## src/rtl/sd_bus_sched_pkg.sv

```systemverilog
// sd_pkg: definitions shared by the SD bus scheduler and the SD command engines.
// Contents:
//   - scheduler state encoding (plain 3-bit constants)
//   - default timeout and inter-transaction gap lengths
//   - SD command indices used by the read/write engines
//   - grant codes driving the bus multiplexer
//   - grant_of(): the one place that maps a state to its bus owner
package sd_pkg;

   localparam int TIMEOUT_CYC_DEF = 4096;
   localparam int GAP_CYC_DEF     = 8;

   // READ_SINGLE_BLOCK / WRITE_BLOCK command indices issued by the engines
   localparam logic [5:0] CMD17 = 6'd17;
   localparam logic [5:0] CMD24 = 6'd24;

   localparam logic [2:0] ST_INIT     = 3'd0;
   localparam logic [2:0] ST_IDLE     = 3'd1;
   localparam logic [2:0] ST_START_RD = 3'd2;
   localparam logic [2:0] ST_RUN_RD   = 3'd3;
   localparam logic [2:0] ST_START_WR = 3'd4;
   localparam logic [2:0] ST_RUN_WR   = 3'd5;
   localparam logic [2:0] ST_GAP      = 3'd6;

   // GNT_NONE parks the card bus: CS high, MOSI high
   typedef enum logic [1:0] {
      GNT_NONE = 2'd0,
      GNT_INIT = 2'd1,
      GNT_RD   = 2'd2,
      GNT_WR   = 2'd3
   } grant_t;

   // Only INIT and the RUN states hand the bus to an engine. The START
   // states keep it parked, so an engine never sees the bus before its
   // start pulse.
   function automatic grant_t grant_of(input logic [2:0] st);
      grant_t g;
      case (st)
         ST_INIT:   g = GNT_INIT;
         ST_RUN_RD: g = GNT_RD;
         ST_RUN_WR: g = GNT_WR;
         default:   g = GNT_NONE;
      endcase
      return g;
   endfunction

endpackage

```

## src/rtl/sd_bus_sched_if.sv

```systemverilog
// sd_bus_sched_if: every handshake and bus signal of the scheduler.
// Modport slave  : the scheduler.
// Modport master : the environment (init engine, clients, read/write engines, card pins).
//   init_o, init_MOSI, init_CSn         init engine status and bus drive
//   rd_req/wr_req, rd_addr/wr_addr      client requests (level, held until ack)
//   rd_ack/wr_ack, read_seq/write_seq   acceptance and engine-start pulses
//   cmd_addr                            block address of the granted transfer
//   rd_done/wr_done, rd_/wr_MOSI/CSn    engine completion pulses and bus drives
//   SD_MOSI, SD_CSn                     muxed card bus
//   busy, timeout_err                   status
interface sd_bus_sched_if;
   logic        init_o;
   logic        init_MOSI;
   logic        init_CSn;
   logic        rd_req;
   logic        wr_req;
   logic [31:0] rd_addr;
   logic [31:0] wr_addr;
   logic        rd_ack;
   logic        wr_ack;
   logic        read_seq;
   logic        write_seq;
   logic [31:0] cmd_addr;
   logic        rd_done;
   logic        wr_done;
   logic        rd_MOSI;
   logic        rd_CSn;
   logic        wr_MOSI;
   logic        wr_CSn;
   logic        SD_MOSI;
   logic        SD_CSn;
   logic        busy;
   logic        timeout_err;

   modport slave (
      input  init_o, init_MOSI, init_CSn, rd_req, wr_req, rd_addr, wr_addr,
             rd_done, wr_done, rd_MOSI, rd_CSn, wr_MOSI, wr_CSn,
      output rd_ack, wr_ack, read_seq, write_seq, cmd_addr,
             SD_MOSI, SD_CSn, busy, timeout_err
   );

   modport master (
      output init_o, init_MOSI, init_CSn, rd_req, wr_req, rd_addr, wr_addr,
             rd_done, wr_done, rd_MOSI, rd_CSn, wr_MOSI, wr_CSn,
      input  rd_ack, wr_ack, read_seq, write_seq, cmd_addr,
             SD_MOSI, SD_CSn, busy, timeout_err
   );
endinterface

```

## src/rtl/sd_bus_sched_mux.sv

```systemverilog
// sd_bus_mux: 3:1 select of the card MOSI/CSn lines by grant code.
// Ports:
//   grant_i                     bus owner (GNT_NONE parks the bus high)
//   init_/rd_/wr_ mosi_i, csn_i engine bus drives
//   mosi_o, csn_o               card bus
module sd_bus_mux
   import sd_pkg::*;
(
   input  grant_t grant_i,
   input  logic   init_mosi_i,
   input  logic   init_csn_i,
   input  logic   rd_mosi_i,
   input  logic   rd_csn_i,
   input  logic   wr_mosi_i,
   input  logic   wr_csn_i,
   output logic   mosi_o,
   output logic   csn_o
);

   always_comb begin
      mosi_o = 1'b1;
      csn_o  = 1'b1;
      case (grant_i)
         GNT_INIT: begin mosi_o = init_mosi_i; csn_o = init_csn_i; end
         GNT_RD:   begin mosi_o = rd_mosi_i;   csn_o = rd_csn_i;   end
         GNT_WR:   begin mosi_o = wr_mosi_i;   csn_o = wr_csn_i;   end
         default:  ;
      endcase
   end

endmodule

```

## src/rtl/sd_bus_sched.sv

```systemverilog
// sd_bus_sched: arbitrates the SD card bus between the init, read and write
// engines. It accepts one client transfer at a time, starts the matching
// engine, aborts it after TIMEOUT_CYC cycles, and keeps CS high for GAP_CYC
// cycles between transfers.
// Ports:
//   SD_CK  sole clock (rising edge)
//   rst    synchronous active-high reset
//   bus    sd_bus_sched_if.slave (requests, engine handshakes, card bus, status)
module sd_bus_sched
   import sd_pkg::*;
#(
   parameter int TIMEOUT_CYC = TIMEOUT_CYC_DEF,
   parameter int GAP_CYC     = GAP_CYC_DEF
) (
   input  logic          SD_CK,
   input  logic          rst,
   sd_bus_sched_if.slave bus
);

   localparam int TW = $clog2(TIMEOUT_CYC + 1);
   localparam int GW = (GAP_CYC > 1) ? $clog2(GAP_CYC) : 1;

   logic [2:0]    state_q, state_d;
   logic [TW-1:0] to_cnt_q, to_cnt_d;
   logic [GW-1:0] gap_cnt_q, gap_cnt_d;
   logic [31:0]   cmd_addr_q, cmd_addr_d;
   logic          last_wr_q, last_wr_d;
   logic          served_q, served_d;
   logic          in_run, run_done, to_zero, pick_wr, pulse_en;
   grant_t        grant;

   assign in_run   = (state_q == ST_RUN_RD) || (state_q == ST_RUN_WR);
   assign run_done = ((state_q == ST_RUN_RD) && bus.rd_done) ||
                     ((state_q == ST_RUN_WR) && bus.wr_done);
   assign to_zero  = (to_cnt_q == '0);

   // Tie-break: alternate with the last served type. Until the first
   // transfer has been served there is no history, so read wins.
   assign pick_wr  = bus.wr_req && (!bus.rd_req || (served_q && !last_wr_q));

   // Pulses are suppressed while reset or an init drop is pulling the FSM
   // back to INIT, so a transfer caught mid-flight leaves no trace.
   assign pulse_en = bus.init_o && !rst;

   always_comb begin
      state_d    = state_q;
      to_cnt_d   = to_cnt_q;
      gap_cnt_d  = gap_cnt_q;
      cmd_addr_d = cmd_addr_q;
      last_wr_d  = last_wr_q;
      served_d   = served_q;
      if (!bus.init_o) begin
         state_d = ST_INIT;
      end else begin
         case (state_q)
            ST_INIT: state_d = ST_IDLE;
            ST_IDLE: begin
               // Address captured on the grant edge so it is already valid
               // while the engine sees its start pulse.
               if (pick_wr) begin
                  state_d    = ST_START_WR;
                  cmd_addr_d = bus.wr_addr;
               end else if (bus.rd_req) begin
                  state_d    = ST_START_RD;
                  cmd_addr_d = bus.rd_addr;
               end
            end
            ST_START_RD: begin
               state_d  = ST_RUN_RD;
               to_cnt_d = TW'(TIMEOUT_CYC);
            end
            ST_START_WR: begin
               state_d  = ST_RUN_WR;
               to_cnt_d = TW'(TIMEOUT_CYC);
            end
            ST_RUN_RD, ST_RUN_WR: begin
               // done and expiry both end the transfer; done only matters
               // for the output pulse, where it masks the timeout.
               if (run_done || to_zero) begin
                  state_d   = ST_GAP;
                  gap_cnt_d = GW'(GAP_CYC - 1);
                  last_wr_d = (state_q == ST_RUN_WR);
                  served_d  = 1'b1;
               end
               if (!to_zero) begin
                  to_cnt_d = to_cnt_q - TW'(1);
               end
            end
            ST_GAP: begin
               if (gap_cnt_q == '0) begin
                  state_d = ST_IDLE;
               end else begin
                  gap_cnt_d = gap_cnt_q - GW'(1);
               end
            end
            default: state_d = ST_INIT;
         endcase
      end
   end

   always_ff @(posedge SD_CK) begin
      if (rst) begin
         state_q    <= ST_INIT;
         to_cnt_q   <= '0;
         gap_cnt_q  <= '0;
         cmd_addr_q <= '0;
         last_wr_q  <= 1'b0;
         served_q   <= 1'b0;
      end else begin
         state_q    <= state_d;
         to_cnt_q   <= to_cnt_d;
         gap_cnt_q  <= gap_cnt_d;
         cmd_addr_q <= cmd_addr_d;
         last_wr_q  <= last_wr_d;
         served_q   <= served_d;
      end
   end

   assign bus.rd_ack      = pulse_en && (state_q == ST_START_RD);
   assign bus.read_seq    = pulse_en && (state_q == ST_START_RD);
   assign bus.wr_ack      = pulse_en && (state_q == ST_START_WR);
   assign bus.write_seq   = pulse_en && (state_q == ST_START_WR);
   assign bus.timeout_err = pulse_en && in_run && to_zero && !run_done;
   assign bus.cmd_addr    = cmd_addr_q;
   assign bus.busy        = rst || (state_q != ST_IDLE);

   // rst forces the init engine onto the bus even in the reset cycle itself,
   // before state_q has been cleared.
   assign grant = rst ? GNT_INIT : grant_of(state_q);

   sd_bus_mux u_mux (
      .grant_i     (grant),
      .init_mosi_i (bus.init_MOSI),
      .init_csn_i  (bus.init_CSn),
      .rd_mosi_i   (bus.rd_MOSI),
      .rd_csn_i    (bus.rd_CSn),
      .wr_mosi_i   (bus.wr_MOSI),
      .wr_csn_i    (bus.wr_CSn),
      .mosi_o      (bus.SD_MOSI),
      .csn_o       (bus.SD_CSn)
   );

endmodule
```

## src/flat_wrapper.sv

```systemverilog
// flat-port wrapper written by rule: the top's interface ports become plain ports
module sd_bus_sched_flat import sd_pkg::*;
#(
   parameter int TIMEOUT_CYC = TIMEOUT_CYC_DEF,
   parameter int GAP_CYC     = GAP_CYC_DEF
)
  (SD_CK, rst, bus_init_o, bus_init_MOSI, bus_init_CSn, bus_rd_req, bus_wr_req, bus_rd_addr, bus_wr_addr, bus_rd_done, bus_wr_done, bus_rd_MOSI, bus_rd_CSn, bus_wr_MOSI, bus_wr_CSn, bus_rd_ack, bus_wr_ack, bus_read_seq, bus_write_seq, bus_cmd_addr, bus_SD_MOSI, bus_SD_CSn, bus_busy, bus_timeout_err);
  sd_bus_sched_if bus_i ();
  input  logic SD_CK;
  input  logic rst;
  input wire logic [$bits(bus_i.init_o)-1:0] bus_init_o;
  input wire logic [$bits(bus_i.init_MOSI)-1:0] bus_init_MOSI;
  input wire logic [$bits(bus_i.init_CSn)-1:0] bus_init_CSn;
  input wire logic [$bits(bus_i.rd_req)-1:0] bus_rd_req;
  input wire logic [$bits(bus_i.wr_req)-1:0] bus_wr_req;
  input wire logic [$bits(bus_i.rd_addr)-1:0] bus_rd_addr;
  input wire logic [$bits(bus_i.wr_addr)-1:0] bus_wr_addr;
  input wire logic [$bits(bus_i.rd_done)-1:0] bus_rd_done;
  input wire logic [$bits(bus_i.wr_done)-1:0] bus_wr_done;
  input wire logic [$bits(bus_i.rd_MOSI)-1:0] bus_rd_MOSI;
  input wire logic [$bits(bus_i.rd_CSn)-1:0] bus_rd_CSn;
  input wire logic [$bits(bus_i.wr_MOSI)-1:0] bus_wr_MOSI;
  input wire logic [$bits(bus_i.wr_CSn)-1:0] bus_wr_CSn;
  output wire logic [$bits(bus_i.rd_ack)-1:0] bus_rd_ack;
  output wire logic [$bits(bus_i.wr_ack)-1:0] bus_wr_ack;
  output wire logic [$bits(bus_i.read_seq)-1:0] bus_read_seq;
  output wire logic [$bits(bus_i.write_seq)-1:0] bus_write_seq;
  output wire logic [$bits(bus_i.cmd_addr)-1:0] bus_cmd_addr;
  output wire logic [$bits(bus_i.SD_MOSI)-1:0] bus_SD_MOSI;
  output wire logic [$bits(bus_i.SD_CSn)-1:0] bus_SD_CSn;
  output wire logic [$bits(bus_i.busy)-1:0] bus_busy;
  output wire logic [$bits(bus_i.timeout_err)-1:0] bus_timeout_err;
  assign bus_i.init_o = bus_init_o;
  assign bus_i.init_MOSI = bus_init_MOSI;
  assign bus_i.init_CSn = bus_init_CSn;
  assign bus_i.rd_req = bus_rd_req;
  assign bus_i.wr_req = bus_wr_req;
  assign bus_i.rd_addr = bus_rd_addr;
  assign bus_i.wr_addr = bus_wr_addr;
  assign bus_i.rd_done = bus_rd_done;
  assign bus_i.wr_done = bus_wr_done;
  assign bus_i.rd_MOSI = bus_rd_MOSI;
  assign bus_i.rd_CSn = bus_rd_CSn;
  assign bus_i.wr_MOSI = bus_wr_MOSI;
  assign bus_i.wr_CSn = bus_wr_CSn;
  assign bus_rd_ack = bus_i.rd_ack;
  assign bus_wr_ack = bus_i.wr_ack;
  assign bus_read_seq = bus_i.read_seq;
  assign bus_write_seq = bus_i.write_seq;
  assign bus_cmd_addr = bus_i.cmd_addr;
  assign bus_SD_MOSI = bus_i.SD_MOSI;
  assign bus_SD_CSn = bus_i.SD_CSn;
  assign bus_busy = bus_i.busy;
  assign bus_timeout_err = bus_i.timeout_err;
  sd_bus_sched #(.TIMEOUT_CYC(TIMEOUT_CYC), .GAP_CYC(GAP_CYC)) u_core (.SD_CK(SD_CK), .rst(rst), .bus(bus_i));
endmodule
```

## config.mk

```make
export PLATFORM = sky130hd
export DESIGN_NAME = sd_bus_sched_flat
export DESIGN_NICKNAME = d
export VERILOG_FILES = /design/src/rtl/sd_bus_sched_pkg.sv /design/src/rtl/sd_bus_sched_if.sv /design/src/rtl/sd_bus_sched_mux.sv /design/src/rtl/sd_bus_sched.sv /design/src/flat_wrapper.sv
export SDC_FILE = /design/constraint.sdc
export NUM_CORES = 1
export LEC_CHECK = 0
export ABC_AREA = 1
export CORE_MARGIN = 2
export CORE_UTILIZATION = 40
export DETAILED_ROUTE_END_ITERATION = 7
export GPL_TIMING_DRIVEN = 1
export PLACE_DENSITY = 0.74
export SLEW_MARGIN = 20
export SYNTH_ARGS = -nofsm -noshare
export SYNTH_HDL_FRONTEND = slang
export SYNTH_SLANG_ARGS = --single-unit
```

## constraint.sdc

```tcl
create_clock -name SD_CK -period 3.15 [get_ports SD_CK]
set_input_delay 0.4725 -clock SD_CK [delete_from_list [all_inputs] [get_ports SD_CK]]
set_output_delay 0.4725 -clock SD_CK [all_outputs]
set_load 0.005 [all_outputs]
```

# == Word level (Yosys, flattened, before mapping) ==
# Index checks and enable logic that the tools add are counted.
# word_totals
register_bits,53
latchBits,0
mem_bits_rw,0
rom_bits,0
wordCells,73
mem_count,0
# classes
addsub,2
mul,0
n_div,0
n_lt_le_gt_ge,0
n_eq_ne,15
shift,0
n_mux,16
bitwise_logic,1
n_reduce_logical,33
# op_table
operator,count
32-bit 2-to-1 mux,2
13-bit one-hot mux with 2 select lines,1
3-bit 2-to-1 mux,6
3-bit one-hot mux with 6 select lines,1
13-bit logical NOT,1
13-bit 2-to-1 mux,1
"13-bit by 1-bit subtractor with 13-bit output, second input constant",1
3-bit AND reduction,4
1-bit logical AND,10
"3-bit equality test, second input constant",3
"3-bit by 2-bit equality test with 1-bit output, second input constant",2
3-bit logical NOT,2
1-bit one-hot mux with 3 select lines,2
2-bit one-hot mux with 3 select lines,1
3-bit one-hot mux with 2 select lines,1
2-bit nonzero test,3
2-bit OR reduction,3
1-bit logical OR,5
"2-bit equality test, second input constant",2
1-bit logical NOT,4
"2-bit by 1-bit inequality test with 1-bit output, second input constant",2
"2-bit inequality test, second input constant",2
4-bit AND reduction,1
"3-bit by 1-bit equality test with 1-bit output, second input constant",1
other kinds (6),6

# == Logic depth before layout (Yosys ltp) ==
# logic_depth
ltp_word,6
mapped_depth,12
mapped_depth_nobuf,11

# == Modules after synthesis ==
# From an unflattened synthesis, not the netlist that was laid out.
# unflattened
cells_unflattened,455
hier_area_um2,2935.3
# modules_own_cells
mod,n_inst,cells_per_inst,area_each_um2,seq_area_each_um2
sd_bus_sched,1,446,2886.5,1061.0
sd_bus_mux,1,9,48.8,0.0

# == Worst setup path after synthesis ==
# OpenSTA, ideal clock, no wires.
# synth_path
path_type,input port to output port
start,in rst
end,out bus_busy
arrival_ps,1282
required_ps,2677
slack_ps,1395
stages,5
path_buffers,3
path_cell_list,buf_2 > inv_1 > clkbuf_1 > buf_2 > nand2_1
# synth_via
elab_chain_len,1
# synth_lines
element,line,source
"start, declared",flat_wrapper.sv:10,input logic rst;
1-bit logical OR,sd_bus_sched.sv:125,assign bus.busy = rst || (state_q != ST_IDLE);
"end, declared",flat_wrapper.sv:31,output wire logic [$bits(bus_i.busy)-1:0] bus_busy;
# Every way passes these cells.

# == Final worst setup path ==
# layout_path
start,reg u_core.state_q[2]
end,out bus_timeout_err
# layout_via
elab_chain_len,5
word_cells_on_any_way,10
classes_between,2 x eq/ne; 8 x reduce/logical
# layout_lines
element,line,source
"start, declared",sd_bus_sched.sv:23,"logic [2:0] state_q, state_d;"
"start signal, assigned",sd_bus_sched.sv:110,state_q <= state_d;
3-bit by 2-bit equality test with 1-bit output or 3-bit equality test (tied branches),"sd_bus_sched.sv:32, sd_bus_sched.sv:33, sd_bus_sched.sv:34",
"1-bit logical OR, or another cell as far along",sd_bus_sched.sv:32,assign in_run = (state_q == ST_RUN_RD) || (state_q == ST_RUN_WR);
1-bit logical AND or 1-bit logical OR (tied branches),"sd_bus_sched.sv:123, sd_bus_sched.sv:33",
1-bit logical AND or 1-bit logical NOT (tied branches),sd_bus_sched.sv:123,assign bus.timeout_err = pulse_en && in_run && to_zero && !run_done;
1-bit logical AND *,sd_bus_sched.sv:123,
"end, declared",flat_wrapper.sv:32,output wire logic [$bits(bus_i.timeout_err)-1:0] bus_timeout_err;
# Every way passes the cells marked *; elsewhere a longest branch is shown, timed or not.

==> results.txt <==
----------------------------------------------------
[STA]
  Finish-stage setup viols ... 0
  Worst clock skew ... around 0.0097 ns
  Final total negative setup slack ... 0 ns
  Normalized max-slew margin ... approximately three quarters
  Count of final max-slew check failures ... 0
  Top achievable clock speed ... 371.5 MHz
  Hold slack ... between 0.4 and 0.5 ns
  Setup repair after global routing missed its margin ... no
  Final Cycle Share ... 85.45%
  Actual transition at the worst max-transition pin ... between 0.3 and 0.4 ns
  Final hold violation count ... 0
  Min cycle time layout ... roughly 2.7 ns

[Flow run]
  Maximum capacitance violations ... 0

[Worst setup path]
  Critical setup path kind ... flop to output port
  Critical path startpoint category ... flop
  Crit path required time ... roughly 2.7 ns
  Critical-path maximum fanout ... 11
  Arrival time at the worst endpoint ... 2.22 ns
  Critical Path End Type ... output port

[Power]
  Switching portion of total power ... around a quarter
  Maximum vdd drop ... 238.2 µV
  Reg power frac ... roughly half
  Internal Pwr Total ... 1.016 mW
  Cell leakage power ... 1.984 nW
  Switching pwr ... between 0.3 and 0.4 mW
  Clock network fraction of total power ... 28.1%
  Relative contribution of combinational cells to total power ... approximately a fifth
  Power per standard cell area ... around 300 mW/mm²

[Synth]
  Commonest register cell after synthesis ... dfxtp_1
  Number of enable flip-flop cells after synthesis ... 0
  Post-synthesis sequential area ratio ... between 30% and 40%
  Cell area after synthesis ... 0.003257 mm²
  Proportion of synthesized flip-flops having asynchronous set or reset ... 0%
  Synthesized instance count ... about 470
  Synthesis Warnings ... 0
  Distinct cells, synth ... 31
  Total of flip-flops plus latches after synthesis ... 53
  Fraction of post-synthesis cell area in the top cell type by area ... 32.58%
  Syn_nets ... roughly 550
  Largest area contributor in the synthesized netlist ... dfxtp_1
  Average cell area after synthesis ... about 7 µm²
  Largest cells by area after synthesis ... dfxtp_1 (33%), nand2_1 (15%), nand3_1 (8.5%)

[Floorplan]
  Die width ... roughly 94 µm
  Core box area ... roughly 0.0078 mm²
  Vertical die dimension ... ~94 µm
  Starting utilization of the core area ... a little over two fifths
  Site row count ... 32
  Top-Level Pins ... approximately 120
  Die outline area ... 0.008880 mm²

[Placement]
  Port-buffer cells ... approximately 120
  HPWL after detailed placement ... ~6.4 mm
  Cell area after placement ... 0.004414 mm²
  GP Congestion ... roughly 0.86
  Number of cells in the design after placement ... 667

[GRT]
  Largest net degree at the start of global routing ... 65
  Antenna violations before repair ... 0
  Via count of the first global-routing pass ... 2984
  Total routing usage reported by global routing ... 18.47%
  GRT Residual Overflow ... 0
  Global-route wire length before repair ... 13.39 mm

[Routing]
  Routed wl met2 ... between 4 and 5 mm
  Post-detailed-route count of antenna-violating nets ... 0
  Routed wirelength normalized by instance count ... 12.77 µm
  Count of vias placed by the detailed router ... about 3300
  DRC violations left ... 0
  Number of vias per cell after detailed routing ... 4.896
  Detailed router's first-iteration violation count ... 133
  Routed WL ... ~8.6 mm
  Iteration count of the initial detailed-routing pass ... 6
  Met3 wire len ... between 300 and 400 µm
  Highest routing layer actually used ... met4
  Met1 wire length ... between 3 and 4 mm

[Clocking]
  Count of cells resized by post-cts repair ... 0
  Buffer type at the clock tree root ... clkbuf_8
  CTS sink count ... 53
  Clock transition at the registers of the reported paths ... 0.10 ns
  Number of buffers on the longest clock path ... 2
  Total setup buffers inserted after CTS ... 0
  Number of buffers created by CTS ... 5
  Source-to-sink clock delay at the later pin of the worst-skew pair ... approximately 0.30 ns
  Maximum level of the CTS H-tree ... 2
  CTS tree ... built
  Quantity of hold-fixing buffers added after cts ... 0

[Run status]
  Run status ... finished clean

[Cells and area]
  Post-route standard cell area excluding fillers ... 0.004506 mm²
  Syn-to-layout area delta ... 38.34%
  Most common library cell in the layout ignoring fill and taps ... nand2_1
  Number of filler cells placed in the layout ... 740
  Number of standard cells in the layout, taps in and fillers out ... between 600 and 700
  Number of inserted diodes ... 0
  Highest-count cells in the layout ignoring fill and taps ... nand2_1 (131), clkdlybuf4s50_1 (116), nand3_1 (55)
  Final nets ... between 600 and 700
  Share of post-route cells with drive strength above 1 ... between 10% and 20%

[Hold path]
  Tightest Hold Check Type ... flop to flop

----------------------------------------------------
## power groups by stage
| stage | Clock [mW] | Sequential (mW) | Combinational, mW |
|---|---|---|---|
| 6_report | 0.389 | 0.708 | 0.288 |
| 5_1_grt | 0.429 | 0.711 | 0.314 |
| 3_3_place_gp | 0 | 0.722 | 0.284 |
| 3_5_place_dp | 0 | 0.723 | 0.289 |
| 2_1_floorplan | 0 | 0.720 | 0.132 |
| 4_1_cts | 0.401 | 0.708 | 0.290 |
## cell usage after synthesis (2+ instances only)
master / n
dfxtp_1: 53
a21oi_1: 10
o21ai_1: 2
clkbuf_1: 6
nor3b_1: 2
buf_6: 9
inv_6: 2
nand2_2: 10
nor2_2: 2
o21bai_1: 2
o21ai_0: 3
a21oi_2: 9
nand2_1: 131
nand3_4: 2
nand2_4: 2
inv_1: 43
ha_1: 4
nand3_1: 55
nand4_1: 7
nand3_2: 2
inv_2: 18
buf_2: 6
buf_4: 3
o211ai_2: 16
o211ai_1: 16
xor2_1: 3
nor2_1: 44
nor2_4: 2
## critical path, stage by stage (launching register included)
cell	delay (ns)
dfxtp_1	0.56
nand3_1	0.18
nand2_2	0.25
nand3_4	0.16
nor3_1	0.22
clkdlybuf4s50_1	0.55
## stage by stage
| stage | worst slack [ns] | utilization (%) | total power [mW] |
|---|---|---|---|
| after floorplan | 1.395 | - | 0.8523 |
| after global routing | 0.3366 | 57.71 | 1.453 |
| final | 0.4582 | 57.71 | 1.385 |
| after detailed placement | 0.6032 | 56.54 | 1.012 |
| after global placement | 0.6584 | 56.54 | 1.006 |
| after CTS | 0.4771 | 57.71 | 1.399 |
## layer usage
| metal | global-route usage (%) | vias to the layer above |
|---|---|---|
| met1 | 21.94 | 1494 |
| met5 | 0 | - |
| met4 | 7.609 | 0 |
| met2 | 33.57 | 83 |
| li1 | - | 1706 |
| met3 | 2.006 | 22 |
## final cells by class
| cell class | instances | area [µm²] | area share (%) |
|---|---|---|---|
| sequential | 53 | 1061 | 23.55 |
| timing repair buffer | 123 | 1226 | 27.21 |
| inverter | 63 | 246.5 | 5.471 |
| clock buffer | 5 | 68.82 | 1.527 |
| clock inverter | 3 | 22.52 | 0.4999 |
| tap | 102 | 127.6 | 2.833 |
| multi-input combinational | 326 | 1753 | 38.91 |
## flip-flops by register name, indices dropped and copies added (netlist names)
| name | cells |
|---|---|
| u_core.bus.cmd_addr | 32 |
| u_core.to_cnt_q | 13 |
| u_core.last_wr_q | 1 |
| u_core.gap_cnt_q | 3 |
| u_core.served_q | 1 |
| u_core.state_q | 3 |
## cells by family after synthesis
logic type	share of synthesized area (%)
AOI/OAI and AO/OA	15.02
xor gates and xnor gates	0.8069
adders and majority gates	1.537
buffers and inverters	13.60
DFF	32.58
and+or+nand+nor	36.46
## path summary, 6_finish.rpt
check	startpoint	endpoint	slack, ns	depth (start not counted)
setup reg to reg	u_core.state_q[1]	u_core.to_cnt_q[4]	1.36	10
hold reg to reg	u_core.gap_cnt_q[1]	u_core.gap_cnt_q[1]	0.47	2
hold / removal	u_core.gap_cnt_q[1]	u_core.gap_cnt_q[1]	0.47	2
setup / recovery	u_core.state_q[2]	bus_timeout_err	0.46	5
Note: power is estimated with default switching activity, not from simulation.
